[src/rtl/fetch_unit.sv]
// Instruction fetch stage: owns the PC, issues in-order imem word requests under a credit limit,
// buffers returned words with their PC and hands them to decode; redirects flush and drop stale words.
module fetch_unit_chk #(
  parameter int CW     = 3,
  parameter int QDEPTH = 4
) (
  input logic          clk,
  input logic          rst_n,
  input logic          push,
  input logic [CW-1:0] count,
  input logic [CW-1:0] outstanding,
  input logic [CW-1:0] dropCnt
);
  localparam logic [CW-1:0] LIMIT = CW'(QDEPTH);

  a_noPushWhenFull: assert property (@(posedge clk) disable iff (!rst_n)
    !(push && (count == LIMIT)));
  a_countersBounded: assert property (@(posedge clk) disable iff (!rst_n)
    (count <= LIMIT) && (outstanding <= LIMIT) && (dropCnt <= LIMIT));
endmodule

module fetch_unit #(
  parameter int                INSTR_LEN = 32,
  parameter int                ADDR_W    = 32,
  parameter logic [ADDR_W-1:0] RESET_PC  = {ADDR_W{1'b0}},
  parameter int                QDEPTH    = 4
) (
  input  logic                 clk,
  input  logic                 rst_n,
  output logic                 imem_req_valid,
  input  logic                 imem_req_ready,
  output logic [ADDR_W-1:0]    imem_req_addr,
  input  logic                 imem_rsp_valid,
  input  logic [INSTR_LEN-1:0] imem_rsp_data,
  output logic                 instr_valid,
  input  logic                 instr_ready,
  output logic [INSTR_LEN-1:0] instr,
  output logic [ADDR_W-1:0]    instr_pc,
  input  logic                 redirect_valid,
  input  logic [ADDR_W-1:0]    redirect_pc,
  input  logic                 halt,
  output logic                 busy
);
  localparam int PW = $clog2(QDEPTH);
  localparam int CW = PW + 1;
  localparam logic [ADDR_W-1:0] STEP       = ADDR_W'(INSTR_LEN / 8);
  localparam logic [ADDR_W-1:0] ALIGN_MASK = ~ADDR_W'(2'd3);
  localparam logic [CW:0]       CREDIT     = (CW + 1)'(QDEPTH);
  localparam logic [CW-1:0]     CNT_ZERO   = {CW{1'b0}};
  localparam logic [CW-1:0]     CNT_ONE    = CW'(1'b1);
  localparam logic [PW-1:0]     PTR_ZERO   = {PW{1'b0}};
  localparam logic [PW-1:0]     PTR_ONE    = PW'(1'b1);

  typedef enum logic [1:0] {
    S_RESET = 2'd0,
    S_RUN   = 2'd1,
    S_HALT  = 2'd2
  } stateT;

  stateT                stateR, stateNextS;
  logic [ADDR_W-1:0]    pcR, rspPcR, alignedPcS;
  logic [CW-1:0]        countR, outstandingR, dropCntR, outstandingNextS;
  logic [CW:0]          occupancyS;
  logic [PW-1:0]        headR, tailR;
  logic [INSTR_LEN-1:0] instrMemR [QDEPTH];
  logic [ADDR_W-1:0]    pcMemR    [QDEPTH];
  logic                 reqValidS, acceptS, dropS, pushS, popS;

  // Next-state logic: halt is sampled every cycle, redirect never changes state
  always_comb begin
    stateNextS = stateR;
    case (stateR)
      S_RESET: stateNextS = S_RUN;
      S_RUN:   if (halt) stateNextS = S_HALT; else stateNextS = S_RUN;
      S_HALT:  if (halt) stateNextS = S_HALT; else stateNextS = S_RUN;
      default: stateNextS = S_RESET;
    endcase
  end

  // Credit covers both queued words and words still in flight, so a push always finds room
  assign occupancyS       = {1'b0, countR} + {1'b0, outstandingR};
  assign reqValidS        = (stateR == S_RUN) && !redirect_valid && (occupancyS < CREDIT);
  assign acceptS          = reqValidS && imem_req_ready;
  assign dropS            = imem_rsp_valid && (redirect_valid || (dropCntR != CNT_ZERO));
  assign pushS            = imem_rsp_valid && !dropS;
  assign popS             = (countR != CNT_ZERO) && instr_ready;
  assign outstandingNextS = outstandingR + (acceptS ? CNT_ONE : CNT_ZERO)
                                         - (imem_rsp_valid ? CNT_ONE : CNT_ZERO);
  assign alignedPcS       = redirect_pc & ALIGN_MASK;

  // FSM state, request PC and the PC of the oldest outstanding request
  always_ff @(posedge clk or negedge rst_n) begin
    if (!rst_n) begin
      stateR <= S_RESET;
      pcR    <= RESET_PC;
      rspPcR <= RESET_PC;
    end else begin
      stateR <= stateNextS;
      if (redirect_valid) begin
        pcR    <= alignedPcS;
        rspPcR <= alignedPcS;
      end else begin
        if (acceptS) pcR <= pcR + STEP;
        else pcR <= pcR;
        if (pushS) rspPcR <= rspPcR + STEP;
        else rspPcR <= rspPcR;
      end
    end
  end

  // In-flight and stale-response accounting
  always_ff @(posedge clk or negedge rst_n) begin
    if (!rst_n) begin
      outstandingR <= CNT_ZERO;
      dropCntR     <= CNT_ZERO;
    end else begin
      outstandingR <= outstandingNextS;
      if (redirect_valid) dropCntR <= outstandingNextS;
      else if (dropS) dropCntR <= dropCntR - CNT_ONE;
      else dropCntR <= dropCntR;
    end
  end

  // Instruction queue; a redirect empties it regardless of same-cycle push or pop
  always_ff @(posedge clk or negedge rst_n) begin
    if (!rst_n) begin
      headR  <= PTR_ZERO;
      tailR  <= PTR_ZERO;
      countR <= CNT_ZERO;
      for (int i = 0; i < QDEPTH; i++) begin
        instrMemR[i] <= {INSTR_LEN{1'b0}};
        pcMemR[i]    <= {ADDR_W{1'b0}};
      end
    end else if (redirect_valid) begin
      headR  <= PTR_ZERO;
      tailR  <= PTR_ZERO;
      countR <= CNT_ZERO;
    end else begin
      if (pushS) begin
        instrMemR[tailR] <= imem_rsp_data;
        pcMemR[tailR]    <= rspPcR;
        tailR            <= tailR + PTR_ONE;
      end else begin
        tailR <= tailR;
      end
      if (popS) headR <= headR + PTR_ONE;
      else headR <= headR;
      case ({pushS, popS})
        2'b10:   countR <= countR + CNT_ONE;
        2'b01:   countR <= countR - CNT_ONE;
        default: countR <= countR;
      endcase
    end
  end

  assign imem_req_valid = reqValidS;
  assign imem_req_addr  = pcR;
  assign instr_valid    = (countR != CNT_ZERO);
  assign instr          = instrMemR[headR];
  assign instr_pc       = pcMemR[headR];
  assign busy           = (outstandingR != CNT_ZERO) || (countR != CNT_ZERO);

  fetch_unit_chk #(.CW(CW), .QDEPTH(QDEPTH)) chk (
    .clk         (clk),
    .rst_n       (rst_n),
    .push        (pushS),
    .count       (countR),
    .outstanding (outstandingR),
    .dropCnt     (dropCntR)
  );
endmodule

[config.mk]
export PLATFORM = sky130hd
export DESIGN_NAME = fetch_unit
export DESIGN_NICKNAME = d
export VERILOG_FILES = /design/src/rtl/fetch_unit.sv
export SDC_FILE = /design/constraint.sdc
export NUM_CORES = 1
export LEC_CHECK = 0
export BUFFER_PORTS_ARGS = -buffer_cell sky130_fd_sc_hd__buf_2
export CAP_MARGIN = 20
export CORE_ASPECT_RATIO = 0.8
export CORE_MARGIN = 5
export CORE_UTILIZATION = 59
export DETAILED_ROUTE_END_ITERATION = 8
export HOLD_SLACK_MARGIN = 0.02
export PLACE_DENSITY = 0.84
export SYNTH_ARGS = -nofsm -noshare
export SYNTH_HDL_FRONTEND = slang
export SYNTH_SLANG_ARGS = --single-unit
[constraint.sdc]
create_clock -name clk -period 3 [get_ports clk]
set_input_delay 0.9 -clock clk [delete_from_list [all_inputs] [get_ports clk]]
set_output_delay 0.9 -clock clk [all_outputs]
set_load 0.05 [all_outputs]
Word-level counts from Yosys, hierarchy flattened
Index checks and enable logic that the tools add are counted.
W data, S select, Z words.
Operators by class
  $add $sub $neg: 10
  order comparisons: 4
  equality and inequality tests: 4
  muxes and demuxes: 26
  bitwise operators: 3
  reduce and logical (&&, ||, !) cells: 22
Operator list (count)
  $mux W32: 9
  $bwmux W128: 2
  $bmux W32 S2: 2
  $add A32 B3 Y32 const B: 2
  $demux W32 S2: 1
  $reduce_bool A3 Y1: 4
  $mux W2: 5
  $mux W3: 3
  $reduce_bool A2 Y1: 4
  $logic_and A1 B1 Y1: 7
  $ge A3 B3 Y1 const B: 2
  $not A2 Y3: 2
  $pmux W3 S2: 1
  $sub A3 B1 Y3 const B: 2
  $add A2 B1 Y2 const B: 2
  $add A3 B3 Y4: 1
  $eq A2 B1 Y1 const B: 2
  $eq A2 B2 Y1 const B: 2
  $lt A4 B3 Y1 const B: 1
  $pmux W2 S2: 1
  $add A3 B1 Y3: 1
  $add A3 B1 Y3 const B: 1
  $lt A3 B1 Y1 const B: 1
  $sub A3 B1 Y3: 1
  other kinds (7): 10
Word-level totals
  register bits: 335
  word-level logic and storage cells: 85

Longest topological paths before layout
  depth in word-level cells: 8
  mapped depth: 14
  gate-level depth less buffers: 12

Least setup slack after synthesis
Ideal clock, no wire load.
  path type: input-to-reg
  start point: input port redirect_valid
  end point: register dropCntR[2]
  arrival time: 2.861 ns
  slack: 0.003 ns
  stages: 13
  path buffers: 3
  cell sequence: buf_2 -> nor3b_2 -> and4_1 -> buf_4 -> inv_2 -> buf_2 -> ha_1 -> inv_1 -> ha_1 -> fa_1 -> xnor2_1 -> nand2_1 -> o21ai_0
Between the ends
  word-level cells in the longest chain between the ends: 8
  elaborated cells on any way between the ends: 11
  those cells by class: add/sub: 2; mux: 2; reduce/logical: 7
RTL lines
  from (decl): RTL line 39  | input logic redirect_valid,
  $logic_not A1 Y1: RTL line 82  | assign reqValidS = (stateR == S_RUN) && !redirect_valid && (occupancyS < CREDIT);
  $logic_and A1 B1 Y1 (2 in series): RTL line 82
  $logic_and A1 B1 Y1: RTL line 83  | assign acceptS = reqValidS && imem_req_ready;
  $mux W1: RTL line 87  | assign outstandingNextS = outstandingR + (acceptS ? CNT_ONE : CNT_ZERO)
  $add A3 B1 Y3: RTL line 87
  $sub A3 B1 Y3: RTL line 88  | - (imem_rsp_valid ? CNT_ONE : CNT_ZERO);
  net outstandingNextS[2]: RTL line 62  | logic [CW-1:0] countR, outstandingR, dropCntR, outstandingNextS;
  $mux W3: RTL line 118  | if (redirect_valid) dropCntR <= outstandingNextS;
  to (signal assigned): RTL line 118
  to (signal assigned): RTL line 119  | else if (dropS) dropCntR <= dropCntR - CNT_ONE;
  to (signal assigned): RTL line 120  | else dropCntR <= dropCntR;
  to (decl): RTL line 62
The timed path passes the listed nets, and every way through them passes these cells.
A chain may end at the register's enable or synchronous reset.

Worst setup path after layout
  start point: register headR[0]
  end point: output port instr[27]
Between the ends
  word-level cells in the longest chain between the ends: 4
RTL lines
  from (decl): RTL line 64  | logic [PW-1:0] headR, tailR;
  from (signal assigned): RTL line 146  | if (popS) headR <= headR + PTR_ONE;
  from (signal assigned): RTL line 147  | else headR <= headR;
  $not A2 Y3 (not written as such): RTL line 159  | assign instr = instrMemR[headR];
  $bmux W32 S2: RTL line 159
  $mux W32 (not written as such) (2 in series): RTL line 159
  to (decl): RTL line 37  | output logic [INSTR_LEN-1:0] instr,
No other way between the ends. The select of a mux whose other input is x is not followed.

==> impl_results.md <==
- Syn Std Cell Area: 14,900 µm²
- Worst EP arrival: 2.12 ns
- DR WL met2: 15,900 µm
- Initial antenna violation count: 1
- Clock Path Buffers: 3
- Sequential fraction of design power: 34.8%
- Critical Path End Type: output port
- Final Hold Fails: 0
- Via count: 9,689
- PD cells: 974 nW/µm²
- Most common cell after layout, fill and taps aside: dfrtp_1
- Critical path required time: 2.10 ns
- Post-synth cell types: 55
- Die Y: 152 µm
- Share of layout cells above drive strength 1: 46.0%
- Worst Setup Start Kind: flop
- H-tree Lvls: 1
- Share of the core filled with cells: 70.3%
- P_int: 10.5 mW
- Most frequent cells in the layout: dfrtp_1 (319), mux2_2 (238), buf_2 (129), nand2_1 (65), mux4_2 (62)
- Net Sw Frac: 38.6%
- CTS tree: built
- Setup tns final: -0.0367 ns
- # rows: 52
- Crit Path Class: flop to output port
- GRT Total Usage: 24.2%
- First-pass detailed-route iteration total: 4
- Fraction of registers with async set/reset: 100%
- Largest net degree at the start of global routing: 87
- First-pass GRT wire length: 56,500 µm
- Core Footprint: 25,100 µm²
- WL final: 33,800 µm
- Final setup viols: 3
- Worst hold margin: 0.305 ns
- DRT antenna net count: 0
- Maximum clock rate: 332 MHz
- Vias/cell: 6.07
- Port-buffer cells: 163
- Min-delay worst type: primary input to async pin
- FILL cells: 1,672
- Max-cap violations: 0
- GR Overflow Total: 0
- Leak: 8.35 nW
- CP Max Fanout: 7
- Post-layout net count: 1,336
- Boundary Pins: 170
- RSZ-0062 raised after global routing: yes
- Peak VDD IR: 0.737 mV
- Slew Viols, Final: 0
- Period utilization: 101%
- GP Congestion: 0.876
- Critical-path top delay cell: mux4_2
- Dpl ws: 0.104 ns
- Slew margin rel.: 36.8%
- WL/cell: 21.1 µm
- Clock transition at the registers of the reported paths: 0.06 ns
- Initial core utilization: 59.4%
- TritonCTS Sinks: 323
- Hold-fix buffers at CTS: 0
- Violated checks: negative setup slack
- NetSw: 6.64 mW
- Slowest stage delay, CP: 0.54 ns
- DR top layer: met4
- Critical path cell sequence: buf_12 -> buf_16 -> mux4_2 -> buf_6
- Clk_lat worst skew: 0.56 ns
- Clock Skew: 0.0192 ns
- Slew @ Worst Pin: 0.945 ns
- Initial DRC count: 656
- Root Buffer: clkbuf_16
- DR DRC count: 0
- Post-DP HPWL: 22,100 µm
- Met3 wire len: 2010 µm
- Register bit total from synthesis: 323
- Die Wd: 188 µm
- Die area: 28,600 µm²
- Synth warnings: 0
- EDFF count, synth: 0
- Status: finished, violations left
- Wl on met1: 15,200 µm
- Syn Area/Cell: 13.8 µm²
- Clock share of power: 23.9%
- Number of global-route vias before repair: 10,500
- Top FF cell, synth: dfrtp_1
- CTS buffer count: 31
- Post-Syn Instances: 1,083
- Sequential share of the synthesized area: 54.2%
- Sequential Area: 8090 µm²
- Area taken by multi-input logic gates: 6450 µm²
- Layout area overhead: 18.2%
- Tmin final: 3.02 ns
- Combinational share of power: 41.3%
- Setup ws final: -0.0166 ns
[power by group through the flow]
stage	sequential, mW	combinational (mW)	clock (mW)
2_1_floorplan	5.94	4.85	0
5_1_grt	6.09	7.52	4.36
4_1_cts	5.96	7.05	4.18
6_report	5.98	7.10	4.10
3_3_place_gp	5.97	6.26	0
3_5_place_dp	6.05	6.40	0
[final timing paths]
path	from	endpoint	slack (ns)	depth (start not counted)
setup / recovery	headR[0]	instr[27]	-0.02	4
max in group asynchronous	rst_n	headR[0]	1.86	2
hold / removal	rst_n	instrMemR[119]	0.30	1
setup reg to reg	countR[1]	dropCntR[2]	0.36	12
min in group clk	pcMemR[17]	pcMemR[17]	0.49	2
hold reg to reg	pcMemR[17]	pcMemR[17]	0.49	2
[worst max-delay path, delay by kind of cell (launching register included)]
family,cells,cell delay (ns)
muxes,1,0.54
DFF,1,0.53
buffers and inverters,3,0.48
[synthesized netlist by cell type, drive strengths merged (12+ instances only)]
master | number | area share, %
xor2 | 26 | 1.5
buf | 49 | 1.7
nand2 | 69 | 1.7
nand4 | 21 | 1.1
ha | 15 | 1.3
inv | 19 | 0.48
xnor2 | 12 | 0.70
clkbuf | 22 | 0.58
nor2 | 33 | 0.85
o21ai | 59 | 2.0
mux4 | 62 | 9.4
dfrtp | 323 | 54
mux2 | 238 | 18
o211ai | 18 | 0.91
nand3 | 39 | 1.4
and3 | 12 | 0.50
[state kept, by name (all words and copies together) (netlist names)]
register / flops
countR: 3
dropCntR: 3
headR: 2
imem_req_addr: 30
instrMemR: 128
outstandingR: 3
pcMemR: 120
rspPcR: 30
stateR: 2
tailR: 2
[final cells by class]
cell class	instances	area share, %
timing repair buffer	200	8.70
clock inverter	24	1.60
tap	324	2.30
inverter	20	0.425
clock buffer	33	4.55
antenna	1	0.0142
sequential	323	45.9
multi-input combinational	672	36.6
[repair_timing]
item / in CTS / in global routing
gates resized for setup: 60 / 17
buffers inserted: 4 / 3
setup endpoints to repair: 58 / 60
cloned: 2 / 0
endpoints found under the hold margin: 0 / 0
[stage by stage]
| stage | cell area [µm²] | cells | power (mW) |
|---|---|---|---|
| floorplan | 14900 | 1086 | 10.8 |
| global placement | 16200 | 1530 | 12.2 |
| detailed placement | 16200 | 1530 | 12.4 |
| CTS | 17600 | 1593 | 17.2 |
| global route | 17600 | 1597 | 18.0 |
| finish | 17600 | 1597 | 17.2 |
[kinds of logic (layout without fill, tap and decap cells)]
family,after synthesis,in the layout,synth area share [%]
flops,323,323,54.2
mux,303,303,27.5
simple gates,208,208,7.64
compound gates,102,102,4.12
buf+inv,91,277,2.79
xor+xnor,38,38,2.23
fa+ha+maj,17,17,1.53
other cells,1,5,0.0251
[metal layers]
| layer | vias up | GRT usage [%] |
|---|---|---|
| met5 | - | 0 |
| met4 | 0 | 4.61 |
| met3 | 49 | 4.33 |
| met2 | 299 | 37.9 |
| met1 | 5035 | 36.4 |
| li1 | 4306 | - |
No activity file was read; power rests on OpenSTA's default activity.
